===== config.mk =====
export PLATFORM = sky130hd
export DESIGN_NAME = led_pattern_sequencer_flat
export DESIGN_NICKNAME = d
export VERILOG_FILES = /design/src/rtl/led_pattern_sequencer_if.sv /design/src/rtl/led_pattern_sequencer.sv /design/src/flat_wrapper.sv
export SDC_FILE = /design/constraint.sdc
export NUM_CORES = 1
export LEC_CHECK = 0
export BUFFER_PORTS_ARGS = -buffer_cell sky130_fd_sc_hd__buf_2
export CAP_MARGIN = 20
export CORE_ASPECT_RATIO = 1.5
export CORE_UTILIZATION = 61
export DETAILED_ROUTE_END_ITERATION = 10
export PLACE_DENSITY_LB_ADDON = 0.3
export SYNTH_ARGS = -nofsm -noshare
export SYNTH_HDL_FRONTEND = slang
export SYNTH_SLANG_ARGS = --single-unit

===== constraint.sdc =====
create_clock -name CLOCK_50 -period 4.55 [get_ports CLOCK_50]
set_input_delay 0.91 -clock CLOCK_50 [delete_from_list [all_inputs] [get_ports CLOCK_50]]
set_output_delay 0.91 -clock CLOCK_50 [all_outputs]
set_load 0.02 [all_outputs]

===== src/rtl/led_pattern_sequencer_if.sv =====
// Control and LED-output bundle between board switches/keys and the pattern sequencer.
interface led_pattern_sequencer_if #(
  parameter int NUM_LEDS = 10
);
  logic [1:0]          mode;
  logic [1:0]          speed;
  logic                run;
  logic                step;
  logic [NUM_LEDS-1:0] LEDR;
  logic                tick;
  logic [3:0]          pos;

  modport master (output mode, speed, run, step, input LEDR, tick, pos);
  modport slave  (input mode, speed, run, step, output LEDR, tick, pos);
endinterface


===== src/rtl/led_pattern_sequencer.sv =====
// Steps the board LEDs through scan, fill/drain, blink and off patterns at a
// prescaled rate derived from CLOCK_50, or one step per key press when halted.
module led_pattern_sequencer #(
  parameter int TICK_DIV = 25000000,
  parameter int NUM_LEDS = 10
) (
  input  logic                    CLOCK_50,
  input  logic                    reset,
  led_pattern_sequencer_if.slave  bus
);

  typedef enum logic [2:0] {
    INIT, SCAN_UP, SCAN_DOWN, FILL, DRAIN, BLINK_ON, BLINK_OFF, OFF
  } state_t;

  localparam int PW = (TICK_DIV > 2) ? $clog2(TICK_DIV) : 1;
  localparam logic [PW-1:0] PRESC_LAST = PW'(TICK_DIV - 1);
  localparam logic [4:0] LVL_FULL = 5'(NUM_LEDS);
  localparam logic [4:0] LVL_LAST = 5'(NUM_LEDS - 1);
  localparam logic [4:0] LVL_PRE  = 5'(NUM_LEDS - 2);

  state_t              state_q, state_d;
  logic [4:0]          level_q, level_d;
  logic [3:0]          pos_q, pos_d;
  logic [NUM_LEDS-1:0] led_q, led_d;
  logic                tick_q, tick_d;
  logic [PW-1:0]       presc_q, presc_d;
  logic [2:0]          sub_q, sub_d;
  logic [2:0]          mode_q, mode_d;

  logic       base_tick, step_ev, load;
  logic [2:0] sub_lim;

  always_ff @(posedge CLOCK_50 or posedge reset) begin
    if (reset) begin
      state_q <= INIT;
      level_q <= '0;
      pos_q   <= '0;
      led_q   <= '0;
      tick_q  <= 1'b0;
      presc_q <= '0;
      sub_q   <= '0;
      mode_q  <= 3'b100;
    end else begin
      state_q <= state_d;
      level_q <= level_d;
      pos_q   <= pos_d;
      led_q   <= led_d;
      tick_q  <= tick_d;
      presc_q <= presc_d;
      sub_q   <= sub_d;
      mode_q  <= mode_d;
    end
  end

  always_comb begin
    state_d = state_q;
    level_d = level_q;
    tick_d  = 1'b0;
    presc_d = presc_q;
    sub_d   = sub_q;
    mode_d  = mode_q;

    base_tick = bus.run && (presc_q == PRESC_LAST);
    sub_lim   = 3'((4'd1 << bus.speed) - 4'd1);
    // >= rather than == so lowering speed mid-count fires on the next base tick
    step_ev   = (base_tick && (sub_q >= sub_lim)) || (!bus.run && bus.step);
    load      = (mode_q != {1'b0, bus.mode});

    if (bus.run) begin
      presc_d = base_tick ? '0 : presc_q + PW'(1);
      if (base_tick) sub_d = (sub_q >= sub_lim) ? '0 : sub_q + 3'd1;
    end

    if (load) begin
      presc_d = '0;
      sub_d   = '0;
      mode_d  = {1'b0, bus.mode};
      level_d = '0;
      tick_d  = 1'b1;
      case (bus.mode)
        2'b00:   state_d = SCAN_UP;
        2'b01:   state_d = FILL;
        2'b10:   state_d = BLINK_ON;
        default: state_d = OFF;
      endcase
    end else if (step_ev && state_q != INIT) begin
      tick_d = 1'b1;
      case (state_q)
        SCAN_UP:
          if (level_q >= LVL_LAST) begin state_d = SCAN_DOWN; level_d = LVL_PRE; end
          else level_d = level_q + 5'd1;
        SCAN_DOWN:
          if (level_q == '0) begin state_d = SCAN_UP; level_d = 5'd1; end
          else level_d = level_q - 5'd1;
        FILL:
          if (level_q >= LVL_FULL) begin state_d = DRAIN; level_d = LVL_LAST; end
          else level_d = level_q + 5'd1;
        DRAIN:
          if (level_q == '0) begin state_d = FILL; level_d = 5'd1; end
          else level_d = level_q - 5'd1;
        BLINK_ON:  begin state_d = BLINK_OFF; level_d = '0; end
        BLINK_OFF: begin state_d = BLINK_ON;  level_d = '0; end
        default:   level_d = '0;
      endcase
    end

    // Full fill level of a 16-LED bar does not fit the 4-bit port; it saturates at 15
    pos_d = (level_d > 5'd15) ? 4'hF : level_d[3:0];

    led_d = '0;
    for (int unsigned i = 0; i < NUM_LEDS; i++) begin
      case (state_d)
        SCAN_UP, SCAN_DOWN: led_d[i] = (level_d == 5'(i));
        FILL, DRAIN:        led_d[i] = (5'(i) < level_d);
        BLINK_ON:           led_d[i] = 1'b1;
        default:            led_d[i] = 1'b0;
      endcase
    end
  end

  assign bus.LEDR = led_q;
  assign bus.tick = tick_q;
  assign bus.pos  = pos_q;

endmodule


===== src/flat_wrapper.sv =====
// flat-port wrapper written by rule: the top's interface ports become plain ports
module led_pattern_sequencer_flat 
#(
  parameter int TICK_DIV = 25000000,
  parameter int NUM_LEDS = 10
)
  (CLOCK_50, reset, bus_mode, bus_speed, bus_run, bus_step, bus_LEDR, bus_tick, bus_pos);
  led_pattern_sequencer_if #(.NUM_LEDS(NUM_LEDS)) bus_i ();
  input  logic CLOCK_50;
  input  logic reset;
  input wire logic [$bits(bus_i.mode)-1:0] bus_mode;
  input wire logic [$bits(bus_i.speed)-1:0] bus_speed;
  input wire logic [$bits(bus_i.run)-1:0] bus_run;
  input wire logic [$bits(bus_i.step)-1:0] bus_step;
  output wire logic [$bits(bus_i.LEDR)-1:0] bus_LEDR;
  output wire logic [$bits(bus_i.tick)-1:0] bus_tick;
  output wire logic [$bits(bus_i.pos)-1:0] bus_pos;
  assign bus_i.mode = bus_mode;
  assign bus_i.speed = bus_speed;
  assign bus_i.run = bus_run;
  assign bus_i.step = bus_step;
  assign bus_LEDR = bus_i.LEDR;
  assign bus_tick = bus_i.tick;
  assign bus_pos = bus_i.pos;
  led_pattern_sequencer #(.TICK_DIV(TICK_DIV), .NUM_LEDS(NUM_LEDS)) u_core (.CLOCK_50(CLOCK_50), .reset(reset), .bus(bus_i));
endmodule

# Word level (Yosys, flattened, before mapping)
# Index checks and enable logic that the tools add are counted.
# op_classes
n_mux	34
magnitude_cmp	14
n_reduce_logical	16
add_sub_neg	5
n_eq_ne	24
shift	1
# ops
op	n
two-way mux 25 bit	3
two-way mux 3 bit	10
one-hot mux 1 bit (3 select lines)	10
adder 25 x 1 -> 25 bit, second input constant	1
equality test 25 bit, second input constant	1
two-way mux 5 bit	5
equality test 5 x 3 -> 1 bit, second input constant	4
less-than comparator 3 x 5 -> 1 bit, first input constant	4
one-hot mux 3 bit (6 select lines)	1
equality test 3 bit, second input constant	5
one-hot mux 5 bit (3 select lines)	1
equality test 3 x 2 -> 1 bit, second input constant	4
equality test 5 x 2 -> 1 bit, second input constant	2
equality test 5 x 4 -> 1 bit, second input constant	2
>= comparator 5 x 4 -> 1 bit, second input constant	2
logical NOT 5 bit	2
less-than comparator 1 x 5 -> 1 bit, first input constant	2
less-than comparator 2 x 5 -> 1 bit, first input constant	2
less-than comparator 4 x 5 -> 1 bit, first input constant	2
one-hot mux 3 bit (3 select lines)	1
equality test 3 x 1 -> 1 bit, second input constant	2
OR reduction 2 bit	3
adder 5 x 1 -> 5 bit, second input constant	1
equality test 5 x 1 -> 1 bit, second input constant	1
other kinds (18)	23
# word_totals
wordCells	102
input_bits	8
reg_bits	54
out_inout_bits	15

# Logic depth before layout (Yosys ltp)
# logic_depth
ltp_word	11
mapped_depth	13
ltp_nobuf	11

# Least setup slack after synthesis
# OpenSTA, ideal clock, no wires.
# synth_timing
kind	input to register
start	input port bus_speed[1]
end	register u_core.led_q[2] (netlist: u_core.bus.LEDR[2])
stages	10
required_ns	4.475
arrival_ns	3.415
setup_ns	0.075
setup_slack_ns	1.060
path_buffers	0
cell_sequence	or2_2 -> ha_1 -> nand2b_1 -> a211oi_1 -> nor4_4 -> o21ai_0 -> a31oi_1 -> nor3_4 -> or4b_1 -> nand4_1
# synth_via
elab_chain_cells	11
elab_cells_between_ends	20
classes_between	add/sub (1); order compare (2); eq/ne (6); shift (1); mux (5); reduce/logical (5)
# synth_rtl
element	line_no	text
start: declaration	flat_wrapper.sv:12	input wire logic [$bits(bus_i.speed)-1:0] bus_speed;
<< shifter 1 x 2 -> 3 bit *	led_pattern_sequencer.sv:65	sub_lim = 3'((4'd1 << bus.speed) - 4'd1);
subtractor 3 x 1 -> 3 bit *	led_pattern_sequencer.sv:65	
>= comparator 3 bit *	led_pattern_sequencer.sv:67	step_ev = (base_tick && (sub_q >= sub_lim)) || (!bus.run && bus.step);
logical AND 1 bit *	led_pattern_sequencer.sv:67	
logical OR 1 bit *	led_pattern_sequencer.sv:67	
logical AND 1 bit *	led_pattern_sequencer.sv:87	end else if (step_ev && state_q != INIT) begin
two-way mux 3 bit *	led_pattern_sequencer.sv:87	
two-way mux 3 bit *	led_pattern_sequencer.sv:75	if (load) begin
named net u_core.state_d[2]	led_pattern_sequencer.sv:22	state_t state_q, state_d;
equality test 3 x 2 -> 1 bit (tied with other cells)	led_pattern_sequencer.sv:113	case (state_d)
OR reduction 2 bit	led_pattern_sequencer.sv:113	
one-hot mux 1 bit (3 select lines) *	led_pattern_sequencer.sv:113	
named net u_core.led_d[2]	led_pattern_sequencer.sv:25	logic [NUM_LEDS-1:0] led_q, led_d;
end signal: assignment	led_pattern_sequencer.sv:48	led_q <= led_d;
end: declaration	led_pattern_sequencer.sv:25	
# The timed path passes the listed nets; every way through them passes the cells marked *.
# A chain may end at the register's enable or synchronous reset.

# Final worst setup path
# layout_timing
start	register u_core.level_q[1]
end	register u_core.led_q[6] (netlist: u_core.bus.LEDR[6])
# layout_via
elab_cells_between_ends	28
classes_between	add/sub (2); order compare (3); eq/ne (6); mux (14); reduce/logical (3)
# layout_rtl
element	line_no	text
start: declaration	led_pattern_sequencer.sv:23	logic [4:0] level_q, level_d;
start signal: assignment	led_pattern_sequencer.sv:46	level_q <= level_d;
subtractor 5 x 1 -> 5 bit (tied with other cells)	led_pattern_sequencer.sv:95, led_pattern_sequencer.sv:101	
two-way mux 5 bit, on equally long branches	--	
one-hot mux 5 bit (3 select lines) *	led_pattern_sequencer.sv:89	case (state_q)
two-way mux 5 bit *	led_pattern_sequencer.sv:87	
two-way mux 5 bit *	led_pattern_sequencer.sv:75	
named net u_core.level_d[2]	led_pattern_sequencer.sv:23	
less-than comparator 3 x 5 -> 1 bit or equality test 5 x 3 -> 1 bit (tied branches)	led_pattern_sequencer.sv:115, led_pattern_sequencer.sv:114	
one-hot mux 1 bit (3 select lines) *	led_pattern_sequencer.sv:113	
named net u_core.led_d[6]	led_pattern_sequencer.sv:25	
# Marks and branches as above.

==> summary.md <==
| Metric | Value |
|---|---|
| Worst vdd ir | 0.173 mV |
| Part of the power in the clock network | 31.0% |
| CTS resizes | 0 |
| Yosys warns | 0 |
| Power share of the combinational group | 14.2% |
| Lkg Pwr | 1.52 nW |
| Max Fclk | 245 MHz |
| CP Max Fanout | 8 |
| Initial Utilization | 64.3% |
| First-pass GRT wire length | 12.5 mm |
| Placed cell count | 442 |
| Main flop type after synthesis | dfrtp_1 |
| Final Hold Viols | 0 |
| GP Congestion | 0.971 |
| Synth Instances | 370 |
| Max cap viols | 0 |
| Post-synthesis register bit count | 54 |
| Critical-path cell list | inv_1 > ha_1 > o41a_1 > a2111oi_0 > a221oi_1 > a211oi_1 > o21ai_1 > inv_1 > nand4_1 > o311ai_0 |
| Synthesized net count | 387 |
| FF+latch area | 1350 sq um |
| Die height | 93.0 microns |
| Worst Max-Slew Pin Slew | 0.991 ns |
| Worst reg2reg setup slack | 0.47 ns |
| Nets | 399 |
| # Post-CTS Setup Buffers | 0 |
| Root buffer cell | clkbuf_8 |
| Slew Viols, Final | 0 |
| R2R Path Start | u_core.level_q[1] |
| CTS buffer count | 5 |
| Fin Clk Skew | 0.00896 ns |
| Number of diodes | 0 |
| Via Count | 2909 |
| Most frequent cells in the layout | 53 x dfrtp_1, 38 x nor2_1, 28 x nand2_1 |
| Fill cells | 428 |
| Clock Latency Late Sink | 0.32 ns |
| Post-synth ARST share | 100% |
| 1st-pass router iterations | 4 |
| Io pins | 23 |
| Slew headroom | 32.3% |
| Status | complete, no violations |
| # port buffers | 22 |
| CP endpoint | u_core.bus.LEDR[6] |
| Post-DR wirelength/cell | 16.4 microns |
| Die area | 5830 sq um |
| Commonest non-fill, non-tap cell in the layout | dfrtp_1 |
| Detail Route Antenna Nets | 0 |
| Unique cell type count in the Yosys netlist | 72 |
| WL final | 7.39 mm |
| Avg Cell Area, Syn | 9.11 sq um |
| DP HPWL | 5.21 mm |
| Vias per inst | 6.45 |
| Pin count of the biggest net entering global routing | 55 |
| Worst min path class | primary input to asynchronous set/reset pin |
| Fin crit period | 4.08 ns |
| Crit path max-delay cell type | a2111oi_0 |
| Drt drc | 0 |
| Internal power | 0.653 mW |
| Post-synth top area cell | dfrtp_1 |
| DR iter-0 viols | 281 |
| Gr usage total | 27.1% |
| Vias in the first global route | 2772 |
| Area of the core | 5250 sq um |
| Top cells by area, synth | dfrtp_1 39%, xor2_1 4.7%, nor2_1 4.2% |
| Worst Setup Start Kind | flip-flop |
| Area delta synth->final | 7.20% |
| Fraction of layout cells with a size suffix above 1 | 13.8% |
| Critical path's most frequent cell | inv_1 |
| H-Tree Depth | 2 |
| Register area share after synthesis | 40.1% |
| Worst R2R Path Depth | 10 |
| Final critical-path share of the clock period | 89.7% |
| Clock Sinks | 54 |
| Multi-input gate area | 1890 sq um |
| P per Cell Area | 258 nW/um^2 |
| Non-filler cells, final | 451 |
| RSZ-0062 raised after global routing | false |
| Share of the synthesized area in the top cell type | 39.3% |
| Crit path kind | flip-flop to flip-flop |
| Critical path arrival | 4.25 ns |
| Setup TNS | 0 ns |
| Net Sw Power | 0.278 mW |
| Num rows | 32 |
| Critical path required time | 4.72 ns |
| Post-synth EDFFs | 0 |
| CP endpoint kind | flip-flop |
| CTS tree | done |
| Slowest stage delay, CP | 0.92 ns |
| Final setup vio count | 0 |
| Gr ovfl total | 0 |
| Die X | 62.7 microns |
| CP Launch Point | u_core.level_q[1] |
| Sequential share of power | 54.8% |
| Hold-fix buffers, CTS | 0 |
| Reg clk slew, reported paths | 0.11 ns |
| CTS Buffer Depth | 2 |
| Critical R2R Capture | u_core.bus.LEDR[6] |
| Switch share | 29.9% |
| Initial antenna violation count | 0 |
| Post-Syn Area | 3370 sq um |
-- cell type report --
type,instances,area share (%)
clock buffers,5,1.90
clock inverters,3,0.796
inverters,14,1.45
multi-input cells,283,52.3
flip-flops and latches,54,37.4
well taps,68,2.35
repair buffers,24,3.81
-- sequential cells by signal, summed over array words and instances (netlist names) --
| register | count |
|---|---|
| u_core.bus.tick | 1 |
| u_core.level_q | 5 |
| u_core.sub_q | 3 |
| u_core.bus.pos | 4 |
| u_core.mode_q | 3 |
| u_core.presc_q | 25 |
| u_core.bus.LEDR | 10 |
| u_core.state_q | 3 |
-- kinds of logic (layout without fill, tap and decap cells) --
logic type                 count (synthesis)  after routing  synth area share, %
muxes                                      2              2                0.631
adders and majority gates                  9              9                 3.34
AOI/OAI and AO/OA                         82             82                 18.4
buffers and inverters                     33             46                 3.86
other                                      1              1                0.111
and+or+nand+nor                          163            163                 26.8
DFF                                       54             54                 40.1
xor gates and xnor gates                  26             26                 6.76
-- routing by layer --
layer	GRT usage [%]	vias to the layer above	wire length, microns
met5	0	-	0
met4	14.3	0	291
met3	3.41	30	254
met2	48.7	89	3910
met1	31.0	1414	2940
li1	-	1376	-
-- power by group through the flow --
stage / Sequential [mW] / Clock, mW / Combinational (mW)
floorplan: 0.525 / 0 / 0.0869
global placement: 0.518 / 0 / 0.126
detailed placement: 0.519 / 0 / 0.129
CTS: 0.509 / 0.293 / 0.130
global route: 0.512 / 0.312 / 0.145
finish: 0.510 / 0.289 / 0.132
-- per-stage QoR --
step | area, sq um | util, % | power, mW | setup WS, ns | hold WS (ns)
4_1_cts | 3590 | 68.5 | 0.932 | 0.690 | 0.563
5_1_grt | 3610 | 68.9 | 0.969 | 0.363 | 0.593
3_5_place_dp | 3500 | 66.7 | 0.648 | 0.614 | 0.533
2_1_floorplan | 3370 | - | 0.612 | 1.06 | 0.505
3_3_place_gp | 3500 | 66.7 | 0.645 | 0.739 | 0.527
6_report | 3610 | 68.9 | 0.931 | 0.471 | 0.570
-- cells in the mapped netlist (8+ instances only) --
| library cell | n |
|---|---|
| a21oi_1 | 12 |
| dfrtp_1 | 53 |
| nand3_1 | 17 |
| xor2_1 | 18 |
| nand4_1 | 12 |
| o21ai_0 | 15 |
| xnor2_1 | 8 |
| nand2b_1 | 9 |
| o211ai_1 | 9 |
| clkbuf_1 | 13 |
| inv_1 | 14 |
| nor3_1 | 10 |
| nor2_1 | 38 |
| nand2_1 | 28 |
| ha_1 | 9 |
-- critical path, delay by kind of cell (launching register included) --
family,cells,cell delay (ns)
and+or+nand+nor,1,0.19
AOI/OAI and AO/OA,6,2.62
DFF,1,0.53
buffers and inverters,2,0.38
adders and majority gates,1,0.21
-- worst min-delay path by stage --
| stage | to | depth (start not counted) | from | slack (ns) |
|---|---|---|---|---|
| final | u_core.bus.LEDR[1] | 2 | reset | 0.57 |
| after global routing | u_core.bus.LEDR[6] | 2 | reset | 0.59 |
| after CTS | u_core.presc_q[24] | 2 | u_core.presc_q[24] | 0.56 |
| after detailed placement | u_core.presc_q[24] | 2 | u_core.presc_q[24] | 0.53 |
| after global placement | u_core.presc_q[24] | 2 | u_core.presc_q[24] | 0.53 |
| after floorplan | u_core.presc_q[24] | 2 | u_core.presc_q[24] | 0.50 |
No activity file was read; power rests on OpenSTA's default activity.
